--- src/rtl/fetch_unit.sv ---
// fetch_unit: instruction-fetch front end.
// Generates sequential PCs and drives a synchronous IMEM with 1-cycle read latency.
// Buffers {pc, instr} pairs in a prefetch FIFO and presents them to decode
// over a valid/ready handshake. A redirect discards wrong-path data.
module fetch_unit #(
    parameter int unsigned     XLEN     = 32,
    parameter logic [XLEN-1:0] RESET_PC = 32'h0000_0000,
    parameter int unsigned     DEPTH    = 4,
    parameter int unsigned     IMEM_AW  = 10
) (
    input  logic                     clk,
    input  logic                     rst,
    input  logic                     redirect_valid,
    input  logic [XLEN-1:0]          redirect_pc,
    output logic                     imem_en,
    output logic [IMEM_AW-1:0]       imem_addr,
    input  logic [XLEN-1:0]          imem_rdata,
    output logic                     out_valid,
    input  logic                     out_ready,
    output logic [XLEN-1:0]          out_pc,
    output logic [XLEN-1:0]          out_instr,
    output logic [$clog2(DEPTH):0]   occupancy
);

    localparam int unsigned PW = $clog2(DEPTH);
    localparam int unsigned CW = PW + 1;
    localparam logic [CW:0] DEPTH_W = (CW+1)'(DEPTH);
    localparam logic [CW-1:0] FULL_CNT = CW'(DEPTH);

    logic [XLEN-1:0] r_pc;
    logic [XLEN-1:0] r_req_pc;
    logic            r_resp_pending;
    logic [XLEN-1:0] r_fifo_pc    [DEPTH];
    logic [XLEN-1:0] r_fifo_instr [DEPTH];
    logic [PW-1:0]   r_wr_ptr;
    logic [PW-1:0]   r_rd_ptr;
    logic [CW-1:0]   r_count;

    logic [CW:0]     w_inflight;
    logic            w_issue;
    logic            w_push;
    logic            w_pop;
    logic [XLEN-1:0] w_redirect_tgt;

    // Credit counts the entry already in flight; a same-cycle pop is ignored,
    // so a push can never land in a full FIFO.
    assign w_inflight     = {1'b0, r_count} + {{CW{1'b0}}, r_resp_pending};
    assign w_issue        = !rst && !redirect_valid && (w_inflight < DEPTH_W);
    assign w_push         = !rst && !redirect_valid && r_resp_pending;
    assign w_pop          = out_valid && out_ready;
    assign w_redirect_tgt = redirect_pc & ~XLEN'(3);

    assign imem_en   = w_issue;
    assign imem_addr = r_pc[IMEM_AW+1:2];
    assign out_valid = !rst && (r_count != '0);
    assign out_pc    = r_fifo_pc[r_rd_ptr];
    assign out_instr = r_fifo_instr[r_rd_ptr];
    assign occupancy = r_count;

    // PC, request tracking and FIFO pointer/count control; reset beats redirect
    always_ff @(posedge clk) begin
        if (rst) begin
            r_pc           <= RESET_PC;
            r_req_pc       <= '0;
            r_resp_pending <= 1'b0;
            r_wr_ptr       <= '0;
            r_rd_ptr       <= '0;
            r_count        <= '0;
        end else if (redirect_valid) begin
            r_pc           <= w_redirect_tgt;
            r_resp_pending <= 1'b0;
            r_wr_ptr       <= '0;
            r_rd_ptr       <= '0;
            r_count        <= '0;
        end else begin
            r_resp_pending <= w_issue;
            if (w_issue) begin
                r_req_pc <= r_pc;
                r_pc     <= r_pc + XLEN'(4);
            end
            if (w_push) begin
                r_wr_ptr <= r_wr_ptr + PW'(1);
            end
            if (w_pop) begin
                r_rd_ptr <= r_rd_ptr + PW'(1);
            end
            case ({w_push, w_pop})
                2'b10:   r_count <= r_count + CW'(1);
                2'b01:   r_count <= r_count - CW'(1);
                default: r_count <= r_count;
            endcase
        end
    end

    // FIFO storage: capture the returning instruction with its request PC
    always_ff @(posedge clk) begin
        if (w_push) begin
            r_fifo_pc[r_wr_ptr]    <= r_req_pc;
            r_fifo_instr[r_wr_ptr] <= imem_rdata;
        end
    end

`ifndef SYNTHESIS
    // Guard the credit rule: a push must never target a full FIFO
    always_ff @(posedge clk) begin
        if (!rst) begin
            assert (!(w_push && (r_count == FULL_CNT)))
                else $error("fetch_unit: push into full fifo");
        end
    end
`endif

endmodule

--- config.mk ---
export PLATFORM = sky130hd
export DESIGN_NAME = fetch_unit
export DESIGN_NICKNAME = d
export VERILOG_FILES = /design/src/rtl/fetch_unit.sv
export SDC_FILE = /design/constraint.sdc
export NUM_CORES = 1
export LEC_CHECK = 0
export BUFFER_PORTS_ARGS = -buffer_cell sky130_fd_sc_hd__buf_2
export CAP_MARGIN = 15
export CORE_UTILIZATION = 35
export CTS_CLUSTER_SIZE = 16
export DETAILED_ROUTE_END_ITERATION = 7
export PLACE_DENSITY_LB_ADDON = 0.15
export SYNTH_ARGS = -nofsm -noshare
export SYNTH_HDL_FRONTEND = slang
export SYNTH_SLANG_ARGS = --single-unit
--- constraint.sdc ---
create_clock -name clk -period 5.15 [get_ports clk]
set_input_delay 0.7725 -clock clk [delete_from_list [all_inputs] [get_ports clk]]
set_output_delay 0.7725 -clock clk [all_outputs]
set_load 0.02 [all_outputs]
* After elaboration in Yosys (flattened, before gate mapping)
Memories as Yosys holds them, arrays and structs flattened. A register that Yosys moved wholly into a read port is not among the register bits.
Index checks and enable logic that the tools add are counted.
** Word-level totals
- Word-level logic and storage cells :: 40
- Memories kept :: 2
- Flip-flop bits (word level) :: 72
- RAM bits :: 256
- Output and inout bits :: 79
- Input bits :: 68
** Memories
- r_fifo_instr :: words 4, width 32, read ports 1, clocked after Yosys merged registers in 1, write ports 1, line 34 : logic [XLEN-1:0] r_fifo_instr [DEPTH];
- r_fifo_pc :: words 4, width 32, read ports 1, clocked after Yosys merged registers in 1, write ports 1, line 33 : logic [XLEN-1:0] r_fifo_pc [DEPTH];
** Cells by class
- $lt $le $gt $ge :: 1
- Equality and inequality tests :: 2
- Multiplexer cells :: 9
- Add/sub/neg operators :: 6
- Bitwise operators :: 1
- Reductions and logical operators :: 12
** Operators by type and width (count)
- two-way mux 32 bit :: 2
- adder 32 x 3 -> 32 bit (second input constant) :: 1
- two-way mux 2 bit :: 4
- one-hot mux 3 bit (2 select lines) :: 1
- logical AND 1 bit :: 5
- adder 2 x 1 -> 2 bit (second input constant) :: 2
- adder 3 x 1 -> 4 bit :: 1
- < comparator 4 x 3 -> 1 bit (second input constant) :: 1
- nonzero test 2 bit :: 2
- adder 3 x 1 -> 3 bit (second input constant) :: 1
- nonzero test 3 bit :: 1
- subtractor 3 x 1 -> 3 bit (second input constant) :: 1
- == test 2 x 1 -> 1 bit (second input constant) :: 1
- == test 2 bit (second input constant) :: 1
- zero test 1 bit :: 2
- two-way mux 1 bit :: 2
- AND reduction 2 bit :: 1
- OR reduction 2 bit :: 1
- inverter 1 bit :: 1

* Logic depth before layout (Yosys ltp)
Gate-level depths: netlist of run 1.
- Depth in word-level cells :: 5
- Mapped depth :: 10
- Mapped depth without buffers :: 8

* Worst setup path after synthesis of run 1
OpenSTA, ideal clock, no wires.
- Path kind :: input port to flip-flop
- Start :: input redirect_valid
- End :: memory r_fifo_instr[0][0], enable pin
- Slack :: 1.888 ns
- Data arrival time :: 2.835 ns
- Stages on the path :: 4
- Data required time :: 4.723 ns
- Path through :: clkbuf_1 -> clkbuf_1 -> nor2_1 -> and3_1
** On the way
- Longest elaborated chain between the ends :: 5
** Ends and longest elaborated chain
- start, declared :: line 13 : input logic redirect_valid,
- zero test 1 bit :: line 49 : assign w_push = !rst && !redirect_valid && r_resp_pending;
- logical AND 1 bit (2 in series) :: line 49
- two-way mux 1 bit :: line 97 : if (w_push) begin
- two-way mux 1 bit (not written as such) :: line 99 : r_fifo_instr[r_wr_ptr] <= imem_rdata;
- end, declared :: line 34
No other way between the ends.

* Final worst setup path of run 1
- Start :: input redirect_valid
- End :: output imem_en
** On the way
- Longest elaborated chain between the ends :: 3
** Ends and longest elaborated chain
- zero test 1 bit :: line 48 : assign w_issue = !rst && !redirect_valid && (w_inflight < DEPTH_W);
- logical AND 1 bit (2 in series) :: line 48
- end, declared :: line 15 : output logic imem_en,
No other way between the ends.

==> impl_metrics.ini, run 1 <==
[critical_path]
rr_endpoint = r_pc[14]
cp_max_fo = 65
endpoint = imem_en
cp_common_cell = buf_2
slowest_stage = or3_4
r2r_start = r_resp_pending
rr_worst_depth = 7
worst_path_largest_cell_delay_ns = 0.63
path_class = in -> out
critPathRequiredTime_ns = 4.38
cp-start-kind = input pin
endpoint_kind = primary output
ff2ff_setup_slack_ns = 2.50
cp-startpoint = redirect_valid
critical_path.cell_chain = buf_2 > or2_1 > or3_4 > inv_1 > buf_2
crit_arrival_ns = 2.60

[sta]
rsz0062_at_grt = no
finalSetupViolCount = 0
tightest_slew_ns = 1.069
relSlewSlack_pct = 28.74
fmaxAchievable_mhz = 296.9
final.setup.tns_ns = 0
finClkSkew_ns = 0.01047
finalHoldViolations = 0
fin_crit_ns = 3.368
post-route-period-util_pct = 65.39
slew_viol_final = 0

[layout]
final_core_util_pct = 42.25
area.growth.synth_to_final_pct = 18.65
nets = 967
mostFrequentLayoutCells = edfxtp_1 (248), buf_2 (142), nand2_1 (90), dfxtp_1 (68), mux4_2 (62)
mostFrequentLayoutCell = edfxtp_1
final_cells = 1375
drive_above_1_share_pct = 30.14

[power_and_ir_drop]
ir_drop_v = 0.0002130
comb_power_share_pct = 3.0
leakage_nw = 5.071
powerDensity_nw_per_um2 = 376.6
clkPwrFrac_pct = 45.6
switching_share_pct = 20.32
p_switching_mw = 1.117
power_frac_seq_pct = 51.4
p_int_mw = 4.379

[detailed_routing]
drt_wl_total_um = 26110
vias = 6930
ant_nets = 0
drt-vias-per-instance = 5.040
drc = 0
dr.pass1.iters = 5
drt_iter0_drc = 415
wire_per_inst_um = 18.99

[clock_network]
cts.clk_slew.worst_paths_ns = 0.06
h-tree-depth = 2
cts_tree = yes
postCtsSetupBuffers = 0
cts_resized = 0
cts-hold-fix-buffers = 0
cts.sinks = 318
cts_inserted_buffers = 36
root_buffer = clkbuf_16
worstSkewPairLatency_ns = 0.51
clock_path_buffers = 3

[logic_synthesis]
ys_seq_area_share_pct = 71.94
synthDistinctLibCells = 51
yosysWarnings = 0
synth_edf_count = 248
synth_area_um2 = 12300
synth_ff_type = edfxtp_1
synth_area_per_cell_um2 = 16.27
synthCells = 756
yosys_register_bits = 318
async_flop_share_pct = 0

[floorplanning]
fp.dieArea_um2 = 35900
die_h_um = 189.5
io_pins = 147
die_w_um = 189.5
rows = 68
start_util_pct = 35.61
core_um2 = 34540

[grt]
grt_pass1_wl_um = 40400
overflow = 0
grt_pass1_vias = 6888
grt_max_degree = 66
antenna_found_initial = 1
grt_usage_pct = 14.58

[outcome]
status = finished, final reports clean

[flow_run]
max_cap_violations = 0

[placed_design]
gp_routability_congestion = 0.7662
place_inst = 1309
port_buffers = 142
dp_hpwl_um = 15840

[hold_path]
hold_path_class = in -> reg
## layout make-up
cell class,count,area [µm²]
tap,455,569.3
fill,3216,19950
antenna,1,2.502
inverter,13,48.80
clock buffer,50,1016
multi-input combinational,370,3139
clock inverter,15,156.4
timing repair buffer,153,805.8
sequential,318,8856
## critical path, delay by kind of cell
kind | cells | cell delay [ns]
buffers and inverters | 3 | 0.81
and+or+nand+nor | 2 | 1.00
## how the worst min path moves through the flow
stage / slack (ns) / depth (start not counted) / end / start
floorplan: 0.46 / 2 / r_req_pc[31] / r_pc[31]
global placement: 0.48 / 2 / r_req_pc[31] / r_pc[31]
detailed placement: 0.49 / 2 / r_req_pc[30] / r_pc[30]
CTS: 0.45 / 1 / r_fifo_instr[3][30] / imem_rdata[30]
global route: 0.46 / 1 / r_fifo_instr[1][1] / imem_rdata[1]
finish: 0.48 / 3 / r_pc[29] / redirect_pc[29]
## per-stage QoR
| step | worst slack (ns) | cell area [µm²] | hold WS (ns) | power (mW) |
|---|---|---|---|---|
| finish | 1.782 | 14590 | 0.4774 | 5.496 |
| global route | 1.602 | 14590 | 0.4608 | 5.686 |
| CTS | 1.738 | 14590 | 0.4536 | 5.568 |
| global placement | 1.621 | 13420 | 0.4824 | 3.042 |
| detailed placement | 1.598 | 13420 | 0.4898 | 3.044 |
| floorplan | 1.888 | 12300 | 0.4567 | 2.973 |
## kinds of logic (layout without fill, tap and decap cells)
group,Yosys count,in the layout,synth area share (%)
and+or+nand+nor,187,187,7.313
buffers and inverters,69,231,2.736
AOI/OAI and AO/OA,96,96,4.639
DFF,318,318,71.94
muxes,67,67,11.79
xor gates and xnor gates,11,11,0.7833
adders and majority gates,7,7,0.7731
other,1,3,0.03049
## sequential cells by signal, summed over array words and instances, names as in the netlist, named ones only
name            count
r_resp_pending      1
r_fifo_pc         120
r_pc               30
r_fifo_instr      128
r_req_pc           30
occupancy           3
r_rd_ptr            2
r_wr_ptr            2
## routing by layer
layer	global-route usage, %	vias to the layer above	wire length [µm]
met5	0	-	0
met3	2.873	35	1345
met4	3.815	0	433
met1	21.24	3507	12510
met2	22.20	177	11820
li1	-	3211	-
## synthesized netlist by cell type (2+ instances only)
master | instances | share of area [%]
a21oi_1 | 49 | 2.0
a221oi_1 | 4 | 0.28
a222oi_1 | 2 | 0.16
a31oi_1 | 11 | 0.56
a32oi_1 | 2 | 0.14
and2_1 | 4 | 0.20
and3_1 | 16 | 0.81
buf_1 | 6 | 0.18
buf_2 | 5 | 0.20
buf_4 | 13 | 0.79
buf_6 | 3 | 0.27
clkbuf_1 | 29 | 0.88
dfxtp_1 | 70 | 11
edfxtp_1 | 248 | 61
ha_1 | 6 | 0.61
inv_1 | 13 | 0.40
mux2_2 | 2 | 0.18
mux2i_1 | 2 | 0.16
mux4_2 | 62 | 11
nand2_1 | 90 | 2.7
nand3_1 | 8 | 0.33
nand4_1 | 15 | 0.76
nand4b_1 | 2 | 0.14
nor2_1 | 28 | 0.85
nor2b_1 | 2 | 0.10
nor3_1 | 3 | 0.12
nor3b_1 | 3 | 0.18
nor4_1 | 2 | 0.10
o211ai_1 | 2 | 0.12
o21ai_0 | 12 | 0.49
o22ai_1 | 6 | 0.31
o311ai_0 | 3 | 0.21
or3_1 | 5 | 0.25
or4_1 | 2 | 0.12
xnor2_1 | 2 | 0.14
xor2_1 | 9 | 0.64
## power groups by stage
stage / Sequential (mW) / Clock (mW) / Combinational, mW
2_1_floorplan: 2.86 / 0 / 0.108
3_3_place_gp: 2.88 / 0 / 0.165
3_5_place_dp: 2.88 / 0 / 0.167
4_1_cts: 2.82 / 2.58 / 0.167
5_1_grt: 2.83 / 2.68 / 0.184
6_report: 2.82 / 2.51 / 0.165
No activity file was read; power rests on OpenSTA's default activity.
==> inputs of run 2 (changes only) <==
==> constraint.sdc (replaced) <==
create_clock -name clk -period 3.29 [get_ports clk]
set_input_delay 0.4935 -clock clk [delete_from_list [all_inputs] [get_ports clk]]
set_output_delay 0.4935 -clock clk [all_outputs]
set_load 0.02 [all_outputs]
==> run 2 against run 1 <==
Final cell count is 1.0% higher. Power grew 57%. Sequential power is 57% higher. Critical path depth fell by 2. Combinational power rose by 65%. Utilization up 0.63 points. Sequential share of layout area shrank 0.89 points. Clock skew shrank 0.0010 ns. Design area rose by 1.5%.
==> impl_metrics.ini, run 2 (synthesized netlist as in run 1, its figures left out) <==
[outcome]
status = finished, final reports clean

[clock_network]
postCtsSetupBuffers = 0
cts-hold-fix-buffers = 0
cts_tree = yes
root_buffer = clkbuf_16
cts_inserted_buffers = 35
cts.sinks = 318
h-tree-depth = 2
clock_path_buffers = 3
worstSkewPairLatency_ns = 0.50
cts.clk_slew.worst_paths_ns = 0.06
cts_resized = 0

[grt]
grt_pass1_wl_um = 41190
grt_max_degree = 47
grt_usage_pct = 14.90
grt_pass1_vias = 7030
overflow = 0
antenna_found_initial = 1

[floorplanning]
core_um2 = 34540
start_util_pct = 35.61
fp.dieArea_um2 = 35900
die_w_um = 189.5
rows = 68
io_pins = 147
die_h_um = 189.5

[sta]
post-route-period-util_pct = 80.91
relSlewSlack_pct = 43.98
finalSetupViolCount = 0
fmaxAchievable_mhz = 375.6
final.setup.tns_ns = 0
tightest_slew_ns = 0.8339
finalHoldViolations = 0
fin_crit_ns = 2.662
rsz0062_at_grt = no
slew_viol_final = 0
finClkSkew_ns = 0.009445

[power_and_ir_drop]
ir_drop_v = 0.0002983
power_mw = 8.609
leakage_nw = 5.160
powerDensity_nw_per_um2 = 581.2

[layout]
reg.largest.list = r_fifo_instr (128), r_fifo_pc (120)
area.growth.synth_to_final_pct = 20.41
mostFrequentLayoutCells = edfxtp_1 (248), buf_2 (142), nand2_1 (90), dfxtp_1 (68), mux4_2 (62)
mostFrequentLayoutCell = edfxtp_1
largest_register = r_fifo_instr
drive_above_1_share_pct = 31.40
nets = 982
largest_reg_flops = 128

[detailed_routing]
wire_per_inst_um = 19.22
drt_iter0_drc = 491
drt-vias-per-instance = 5.046
wl_met2_um = 12130
drt_wl_total_um = 26700
routed.top_layer = met4
drc = 0
drt-met1-wl_um = 12500
ant_nets = 0
wl_met3_um = 1544
dr.pass1.iters = 5
vias = 7009

[critical_path]
path_buf_inv = 2
path_class = reg -> out
critPathRequiredTime_ns = 2.80
worst_path_largest_cell_delay_ns = 0.58
cp-start-kind = flop
endpoint_kind = primary output
slowest_stage = dfxtp_4
cp_max_fo = 17
critical_path.cell_chain = buf_4 > mux4_2 > buf_2
path_delay_family = flip-flops
crit_arrival_ns = 2.17

[hold_path]
hold_path_class = in -> reg

[placed_design]
dp_hpwl_um = 17460
port_buffers = 142
gp_routability_congestion = 0.7601

[flow_run]
max_cap_violations = 0
==> run 2: cell types whose count changed in the layout (fill, tap and decap cells not counted), sizes merged <==
cell	previous run	this run
bufinv	3	4
clkinvlp	0	3
buf	153	169
clkbuf	50	47
clkinv	12	9
==> run 2: layer usage <==
metal	up-vias	global-route usage, %
met3	48	2.910
met4	0	3.877
met1	3513	21.28
met2	207	23.22
li1	3241	-
met5	-	0
==> run 2: path summary, 6_finish.rpt <==
path,from,to,slack (ns),depth (start not counted)
worst min-delay path,imem_rdata[3],r_fifo_instr[0][3],0.21,1
worst max register to register,occupancy[0],occupancy[2],0.88,8
worst min register to register,r_pc[15],r_req_pc[15],0.50,2
worst max-delay path,flop,out_pc[14],0.63,3
==> run 2: report_power, final <==
| part | switching [mW] | internal, mW |
|---|---|---|
| Clock | 1.52 | 2.39 |
| Combinational | 0.167 | 0.105 |
| Sequential | 0.0584 | 4.36 |
| Total | 1.75 | 6.86 |
==> run 2: final cells by class <==
cell class	count	area (µm²)
antenna	1	2.502
clock buffer	47	973.4
clock inverter	16	183.9
fill	3214	19730
inverter	13	48.80
multi-input combinational	370	3139
sequential	318	8856
tap	455	569.3
timing repair buffer	169	1039
==> run 2: metrics by stage <==
step | std cells | instance area (µm²) | hold WS [ns] | setup slack [ns] | utilization (%)
3_3_place_gp | 1325 | 13650 | 0.4874 | 0.6548 | 39.52
5_1_grt | 1388 | 14810 | 0.1948 | 0.4574 | 42.87
6_report | 1389 | 14810 | 0.2091 | 0.6279 | 42.88
3_5_place_dp | 1325 | 13650 | 0.4904 | 0.6447 | 39.52
4_1_cts | 1388 | 14810 | 0.1809 | 0.5319 | 42.87
2_1_floorplan | 757 | 12300 | 0.4567 | 0.3069 | -
